===== src/rtl/step_clock_ctrl_if.sv =====
// Run/step controller bus: operator/CPU inputs and the strobe/debug outputs.
interface step_clock_ctrl_if #(
   parameter int unsigned CNT_W = 32
) ();
   logic             run_sw;
   logic             step_btn;
   logic             halt;
   logic             cpu_en;
   logic [CNT_W-1:0] cycle_count;
   logic [1:0]       state;

   modport master (
      output run_sw, step_btn, halt,
      input  cpu_en, cycle_count, state
   );

   modport slave (
      input  run_sw, step_btn, halt,
      output cpu_en, cycle_count, state
   );
endinterface


===== src/rtl/step_clock_ctrl.sv =====
// Run/single-step controller: produces a one-cycle CPU enable strobe either
// free-running every DIV cycles (RUN) or once per debounced button press (STEP).
module step_clock_ctrl #(
   parameter int unsigned DIV       = 25000000,
   parameter int unsigned DB_CYCLES = 1000000,
   parameter int unsigned CNT_W     = 32
) (
   input  logic              clk,
   input  logic              reset,
   step_clock_ctrl_if.slave  bus
);

   localparam int unsigned DIV_W = $clog2(DIV);
   localparam int unsigned DB_W  = (DB_CYCLES > 1) ? $clog2(DB_CYCLES) : 1;

   typedef enum logic [1:0] {
      S_IDLE   = 2'b00,
      S_RUN    = 2'b01,
      S_STEP   = 2'b10,
      S_HALTED = 2'b11
   } state_t;

   logic             run_m, run_s;
   logic             step_m, step_s;
   logic             step_db, step_db_d;
   logic [DB_W-1:0]  db_cnt;
   logic [DIV_W-1:0] div_cnt;
   state_t           state_q;
   logic             cpu_en_q;
   logic [CNT_W-1:0] cycle_count_q;

   logic             div_last;
   logic             tick;
   logic             step_req;

   assign div_last = (div_cnt == DIV_W'(DIV - 1));
   assign tick     = (state_q == S_RUN) && div_last;
   assign step_req = step_db & ~step_db_d;

   assign bus.cpu_en      = cpu_en_q;
   assign bus.cycle_count = cycle_count_q;
   assign bus.state       = state_q;

   // Two-flop synchronisers for the asynchronous operator inputs.
   always_ff @(posedge clk or posedge reset) begin
      if (reset) begin
         run_m  <= 1'b0;
         run_s  <= 1'b0;
         step_m <= 1'b0;
         step_s <= 1'b0;
      end else begin
         run_m  <= bus.run_sw;
         run_s  <= run_m;
         step_m <= bus.step_btn;
         step_s <= step_m;
      end
   end

   // Debounce: accept a new button level only after DB_CYCLES stable cycles.
   always_ff @(posedge clk or posedge reset) begin
      if (reset) begin
         db_cnt    <= '0;
         step_db   <= 1'b0;
         step_db_d <= 1'b0;
      end else begin
         step_db_d <= step_db;
         if (step_s == step_db) begin
            db_cnt <= '0;
         end else if (db_cnt == DB_W'(DB_CYCLES - 1)) begin
            step_db <= step_s;
            db_cnt  <= '0;
         end else begin
            db_cnt <= db_cnt + DB_W'(1);
         end
      end
   end

   // Controller FSM with divider, strobe and strobe counter.
   always_ff @(posedge clk or posedge reset) begin
      if (reset) begin
         state_q       <= S_IDLE;
         cpu_en_q      <= 1'b0;
         cycle_count_q <= '0;
         div_cnt       <= '0;
      end else begin
         cpu_en_q <= 1'b0;

         // Divider only advances in RUN so every RUN entry starts from zero.
         if (state_q == S_RUN) begin
            div_cnt <= div_last ? '0 : div_cnt + DIV_W'(1);
         end else begin
            div_cnt <= '0;
         end

         if (bus.halt && (state_q != S_HALTED)) begin
            state_q <= S_HALTED;
         end else begin
            case (state_q)
               S_IDLE: begin
                  if (run_s) begin
                     state_q <= S_RUN;
                  end else if (step_req) begin
                     state_q       <= S_STEP;
                     cpu_en_q      <= 1'b1;
                     cycle_count_q <= cycle_count_q + CNT_W'(1);
                  end
               end
               S_RUN: begin
                  if (!run_s) begin
                     state_q <= S_IDLE;
                  end else if (tick) begin
                     cpu_en_q      <= 1'b1;
                     cycle_count_q <= cycle_count_q + CNT_W'(1);
                  end
               end
               S_STEP: begin
                  state_q <= S_IDLE;
               end
               S_HALTED: begin
                  // Operator must drop the run switch before leaving halt.
                  if (!bus.halt && !run_s) begin
                     state_q <= S_IDLE;
                  end
               end
               default: begin
                  state_q <= S_IDLE;
               end
            endcase
         end
      end
   end

endmodule

===== src/flat_wrapper.sv =====
// flat-port wrapper written by rule: the top's interface ports become plain ports
module step_clock_ctrl_flat 
#(
   parameter int unsigned DIV       = 25000000,
   parameter int unsigned DB_CYCLES = 1000000,
   parameter int unsigned CNT_W     = 32
)
  (clk, reset, bus_run_sw, bus_step_btn, bus_halt, bus_cpu_en, bus_cycle_count, bus_state);
  step_clock_ctrl_if #(.CNT_W(CNT_W)) bus_i ();
  input  logic clk;
  input  logic reset;
  input wire logic [$bits(bus_i.run_sw)-1:0] bus_run_sw;
  input wire logic [$bits(bus_i.step_btn)-1:0] bus_step_btn;
  input wire logic [$bits(bus_i.halt)-1:0] bus_halt;
  output wire logic [$bits(bus_i.cpu_en)-1:0] bus_cpu_en;
  output wire logic [$bits(bus_i.cycle_count)-1:0] bus_cycle_count;
  output wire logic [$bits(bus_i.state)-1:0] bus_state;
  assign bus_i.run_sw = bus_run_sw;
  assign bus_i.step_btn = bus_step_btn;
  assign bus_i.halt = bus_halt;
  assign bus_cpu_en = bus_i.cpu_en;
  assign bus_cycle_count = bus_i.cycle_count;
  assign bus_state = bus_i.state;
  step_clock_ctrl #(.DIV(DIV), .DB_CYCLES(DB_CYCLES), .CNT_W(CNT_W)) u_core (.clk(clk), .reset(reset), .bus(bus_i));
endmodule

===== config.mk =====
export PLATFORM = sky130hd
export DESIGN_NAME = step_clock_ctrl_flat
export DESIGN_NICKNAME = d
export VERILOG_FILES = /design/src/rtl/step_clock_ctrl_if.sv /design/src/rtl/step_clock_ctrl.sv /design/src/flat_wrapper.sv
export SDC_FILE = /design/constraint.sdc
export NUM_CORES = 1
export LEC_CHECK = 0
export ABC_AREA = 1
export BUFFER_PORTS_ARGS = -buffer_cell sky130_fd_sc_hd__buf_2
export CAP_MARGIN = 10
export CORE_AREA = 2 2 137 139
export CTS_BUF_LIST = sky130_fd_sc_hd__clkbuf_16
export CTS_CLUSTER_DIAMETER = 40
export DETAILED_ROUTE_END_ITERATION = 7
export DIE_AREA = 0 0 139 141
export GPL_TIMING_DRIVEN = 0
export PLACE_DENSITY_LB_ADDON = 0.12
export SYNTH_ARGS = -nofsm -noshare
export SYNTH_HDL_FRONTEND = slang
export SYNTH_SLANG_ARGS = --single-unit
export TNS_END_PERCENT = 100

===== constraint.sdc =====
create_clock -name clk -period 3.2 [get_ports clk]
set_input_delay 0.64 -clock clk [delete_from_list [all_inputs] [get_ports clk]]
set_output_delay 0.64 -clock clk [all_outputs]
set_load 0.03 [all_outputs]

; ---- After elaboration in Yosys (flattened, before gate mapping)
; Cells that the tools add are included.
[word_totals]
reg_bits = 86
out_inout_bits = 35
wordCells = 63
latchBits = 0
romBits = 0
mem_count = 0
ram_bits = 0
input_bits = 5
[classes]
reduce_logical = 10
shifts = 0
n_mux = 21
n_lt_le_gt_ge = 0
n_div = 0
bitwise = 4
n_addsub = 3
eq_ne = 14
mul = 0
[ops]
columns = operator, n
row1 = 2-to-1 mux 32 bit, 4
row2 = case mux 32 bit (2 select lines), 1
row3 = 2-to-1 mux 25 bit, 2
row4 = 2-to-1 mux 20 bit, 2
row5 = adder 32 x 1 -> 32 bit (second input constant), 1
row6 = adder 25 x 1 -> 25 bit (second input constant), 1
row7 = == test 25 bit (second input constant), 1
row8 = adder 20 x 1 -> 20 bit (second input constant), 1
row9 = == test 20 bit (second input constant), 1
row10 = 2-to-1 mux 2 bit, 5
row11 = case mux 2 bit (4 select lines), 1
row12 = != test 2 x 1 -> 1 bit (second input constant), 3
row13 = AND reduction 6 bit, 1
row14 = 2-to-1 mux 1 bit, 5
row15 = == test 2 bit (second input constant), 2
row16 = != test 2 bit (second input constant), 2
row17 = != test 4 x 1 -> 1 bit (second input constant), 1
row18 = logical AND 1 bit, 3
row19 = != test 3 x 1 -> 1 bit (second input constant), 1
row20 = != test 3 bit (second input constant), 1
row21 = inverter 1 bit, 3
row22 = AND reduction 3 bit, 1
row23 = == test 2 x 1 -> 1 bit (second input constant), 1
row24 = logical NOT 1 bit, 2
row25 = other kinds (6), 6

; ---- Depth between registers and ports, before layout
[logic_depth]
ltp_word = 6
depth_mapped = 11

; ---- Worst setup path before layout
; Ideal clock, no wire load.
[synth_path]
path_kind = register to register
start = register u_core.cycle_count_q[0], in the netlist u_core.bus.cycle_count[0]
end = register u_core.cycle_count_q[16], in the netlist u_core.bus.cycle_count[16]
stages_incl_launch_ff = 9
synth_period_minus_slack_ns = 1.706
path_slack_ns = 1.494
required_time_ns = 3.134
t_arrival_ns = 1.640
n_path_buf = 0
setup_ns = 0.066
path_cell_list = dfrtp_1 ha_1 nand3_1 inv_1 nand2_1 nor2_1 xor2_1 nand2_1 nand2_1
[synth_between]
elab_chain_len = 4
[synth_rtl]
columns = item, line_no
row1 = start: declaration, step_clock_ctrl.sv:30  ; logic [CNT_W-1:0] cycle_count_q;
row2 = start signal: assignment, step_clock_ctrl.sv:105  ; cycle_count_q <= cycle_count_q + CNT_W'(1);
row3 = start signal: assignment, step_clock_ctrl.sv:113  ; cycle_count_q <= cycle_count_q + CNT_W'(1);
row4 = adder 32 x 1 -> 32 bit (*), "step_clock_ctrl.sv:105, step_clock_ctrl.sv:113"
row5 = "2-to-1 mux 32 bit, on equally long branches", "step_clock_ctrl.sv:111, step_clock_ctrl.sv:102"
row6 = "2-to-1 mux 32 bit, on equally long branches", "step_clock_ctrl.sv:109, step_clock_ctrl.sv:100"
row7 = case mux 32 bit (2 select lines) (*), step_clock_ctrl.sv:98  ; case (state_q)
; Every way passes the cells marked *; elsewhere a longest branch is shown, timed or not. The select of a mux whose other input is x is not followed.
; A chain may end at the register's enable or synchronous reset.

; ---- Worst setup path after layout
[layout_path]
start = register u_core.div_cnt[0]
end = register u_core.cycle_count_q[8], in the netlist u_core.bus.cycle_count[8]
[layout_between]
elab_chain_len = 4
[layout_rtl]
columns = item, line_no
row1 = start: declaration, step_clock_ctrl.sv:27  ; logic [DIV_W-1:0] div_cnt;
row2 = start signal: assignment, step_clock_ctrl.sv:90  ; div_cnt <= div_last ? '0 : div_cnt + DIV_W'(1);
row3 = == test 25 bit, step_clock_ctrl.sv:36  ; assign div_last = (div_cnt == DIV_W'(DIV - 1));
row4 = logical AND 1 bit, step_clock_ctrl.sv:37  ; assign tick = (state_q == S_RUN) && div_last;
row5 = != test 2 x 1 -> 1 bit (no line), --
row6 = AND reduction 6 bit (no line), --
; No other way between the ends.

==> metrics.md <==
| Metric | Value |
|---|---|
| CTS buffer count | 9 |
| Seq/Total Area, Yosys | 0.431 |
| R2R depth | 10 |
| CP delay by family, top | simple AND/OR/NAND/NOR gates |
| Tcrit/Tclk final | 0.652 |
| Yosys cell types | 25 |
| Placeable Area | approximately 18000 um2 |
| Crit. End Element | flip-flop |
| Sequential share of power | 0.448 |
| Worst slew margin | 0.584 |
| N_diodes | 0 |
| Main synth FF type | dfrtp_1 |
| VDD IR-drop max | between 0.2 and 0.3 mV |
| Postcts setup bufs | 0 |
| Max Buffers Root-to-Sink | 2 |
| H-Tree Depth | 3 |
| Buf/Inv on CP | 1 |
| Worst hold-check path type | input port to asynchronous set/reset pin |
| Post-route ant nets | 0 |
| Height of the die | between 100 and 150 um |
| CP Max Fanout | 10 |
| Int Pwr | 1.80 mW |
| Crit path time final | 2.09 ns |
| Dpl hpwl | 10200 um |
| Initial antenna violation count | 0 |
| Initial DRC Count | 297 |
| Max Slew Vio Count | 0 |
| Via count | 4560 |
| Cells after Synth | 736 |
| Combinational fraction of design power | 0.199 |
| Most used cell, CP | nand2_1 |
| Initial core utilization | 0.274 |
| FMAX | 479 MHz |
| Critical path's slowest cell | dfrtp_1 |
| Gr ovfl total | 0 |
| Static Leakage | between 2 and 3 nW |
| Worst Skew | 0.00794 ns |
| Synthesis Warnings | 0 |
| First-pass GRT wire length | 22900 um |
| Via/cell ratio | 4.45 |
| Final nets | a little under 800 |
| CTS Hold Bufs | 0 |
| RSZ-0062 raised after global routing | no |
| Sink Count | 86 |
| Cells after DPL | approximately 1.0k |
| FF-to-FF setup slack | 1.11 ns |
| MaxCap Viol Count | 0 |
| Net Sw Frac | 0.333 |
| CTS tree | yes |
| Crit path kind | flip-flop to flip-flop |
| Critical path depth | 10 |
| Cells taking the most area after synthesis | dfrtp_1, nand2_1, nor2_1, inv_1, nand3_1 |
| Most common cell in the netlist | nand2_1 |
| Drt total wl | 13500 um |
| Final Hold Slack | around 0.25 ns |
| Vias in the first global route | ~4.5k |
| Critical Path RT | roughly 3.5 ns |
| Yosys top cell area share | 0.431 |
| CTS resizes | 0 |
| Skew-Pair Late Insertion Delay | 0.34 ns |
| Pre-CTS WS | about 1.1 ns |
| Clock Power Share | 0.353 |
| Largest net degree at the start of global routing | 67 |
| GRT Total Usage | 0.145 |
| Die W | 139 um |
| Drt first pass iters | 4 |
| DR DRC count | 0 |
| Final Wtd Congestion | 0.905 |
| Setup WS post-layout | 1.11 ns |
| Overall power | approximately 2.7 mW |
| PortBufs | 39 |
| Syn avg cell area | a little under 7 um2 |
| Worst r2r src | u_core.div_cnt[0] |
| Synth Net Count | around 740 |
| Row count | 50 |
| Wire length per cell | around 13 um |
| CP max stage delay | roughly 0.39 ns |
| Power Dens Cells | 466 nW/um2 |
| Startpoint types | flip-flop |
| Crit path DAT | between 2 and 2.5 ns |
| Net Sw Power | 0.897 mW |
| Finish-stage setup viols | 0 |
| Final Hold Vio Count | 0 |
| Critical path cell sequence | ha_1, nand2_1, nor2_1, nand2_1, nor2_1, nand2_1, nand2_1, buf_2, nand3_1, nand2_1 |
| Status | finished, final reports clean |
| End of the worst register-to-register path | u_core.bus.cycle_count[8] |
| Number of synthesized flops with an enable pin | 0 |
| Die footprint | 19600 um2 |
| Async SR Flop Fraction | 1.00 |
| Largest area contributor in the netlist | dfrtp_1 |
| Root buf cell | clkbuf_16 |
| Synth top cells by count | nand2_1, nor2_1, dfrtp_1, inv_1, nand3_1 |
| Yosys reg bits | 86 |
| Area Growth Syn to Fin | 15.5% |
| Layout cells sized above 1 | 0.0834 |
| Final std cells w/o fill | approximately 1.0k |
| Ports | 40 |
| CTS clk-pin slew, worst paths | 0.06 ns |
| Worst-Margin Slew | 0.620 ns |
| Syn Std Cell Area | 5000 um2 |
==> placed cells by master, fill, tap and decap left out <==
cell,netlist,routed
buf_2,4,43
a31oi_1,1,1
ha_1,3,3
clkinvlp_4,0,1
xnor2_1,9,9
clkinv_1,0,3
o21bai_1,2,2
inv_2,2,2
nand2_2,1,1
and3_1,1,1
a21oi_4,2,2
clkbuf_1,1,1
nand3b_1,17,17
clkinv_4,0,1
buf_6,4,4
nor3b_1,7,7
dfrtp_1,86,86
o21ai_0,18,18
inv_4,0,1
a21oi_1,9,9
nand2_1,285,285
xor2_1,10,10
buf_16,0,1
nand4_1,6,6
nor2_1,161,161
inv_1,58,58
a211oi_1,1,1
nand3_1,36,36
nor2_4,1,1
clkbuf_16,0,9
nor3_1,11,11
==> through the flow <==
step,util,instance area (um2),setup TNS [ns]
2_1_floorplan,-,5000,0
3_3_place_gp,0.300,5490,-85.69
3_5_place_dp,0.302,5520,0
4_1_cts,0.316,5770,0
5_1_grt,0.316,5770,0
6_report,0.316,5770,0
==> flip-flops by register name (all words and copies together) (netlist names) <==
| signal | flops |
|---|---|
| u_core.bus.cpu_en | 1 |
| u_core.bus.cycle_count | 32 |
| u_core.bus.state | 2 |
| u_core.db_cnt | 20 |
| u_core.div_cnt | 25 |
| u_core.run_m | 1 |
| u_core.run_s | 1 |
| u_core.step_db | 1 |
| u_core.step_db_d | 1 |
| u_core.step_m | 1 |
| u_core.step_s | 1 |
==> worst max-delay path by stage <==
stage / end / slack [ns] / from
2_1_floorplan: u_core.bus.cpu_en / 0.34 / reset
3_3_place_gp: u_core.bus.cycle_count[21] / -1.01 / reset
3_5_place_dp: u_core.bus.cycle_count[8] / 1.07 / u_core.div_cnt[0]
4_1_cts: u_core.bus.cycle_count[8] / 1.05 / u_core.div_cnt[0]
5_1_grt: u_core.bus.cycle_count[29] / 0.79 / u_core.div_cnt[0]
6_report: u_core.bus.cycle_count[8] / 1.11 / u_core.div_cnt[0]
==> per-layer routing <==
metal,track usage,part of all wire
met1,0.207,0.52
met2,0.225,0.45
met3,0.0262,0.022
met4,0.0409,0.0067
met5,0,0
==> logic make-up after synthesis <==
logic type	synth area share
AND/OR/NAND/NOR	0.430
flip-flops	0.431
buffers and inverters	0.0588
AO/OA/AOI/OAI	0.0393
XOR/XNOR	0.0333
adder cells (fa/ha/maj)	0.00751
==> cell type report <==
class	instances	area (um2)
sequential	86	2150
clock inverter	6	31.3
tap	234	293
clock buffer	9	225
timing repair buffer	40	223
multi-input combinational	581	2550
fill	2022	12500
inverter	60	228
buffer	9	68.8
==> power by group through the flow <==
stage / logic [mW] / clock network (mW) / registers (mW)
3_5_place_dp: 0.553 / 0 / 1.23
5_1_grt: 0.600 / 1.04 / 1.22
2_1_floorplan: 0.310 / 0 / 1.28
4_1_cts: 0.554 / 0.995 / 1.21
3_3_place_gp: 0.540 / 0 / 1.23
6_report: 0.535 / 0.951 / 1.21
No activity file was read; power rests on OpenSTA's default activity.
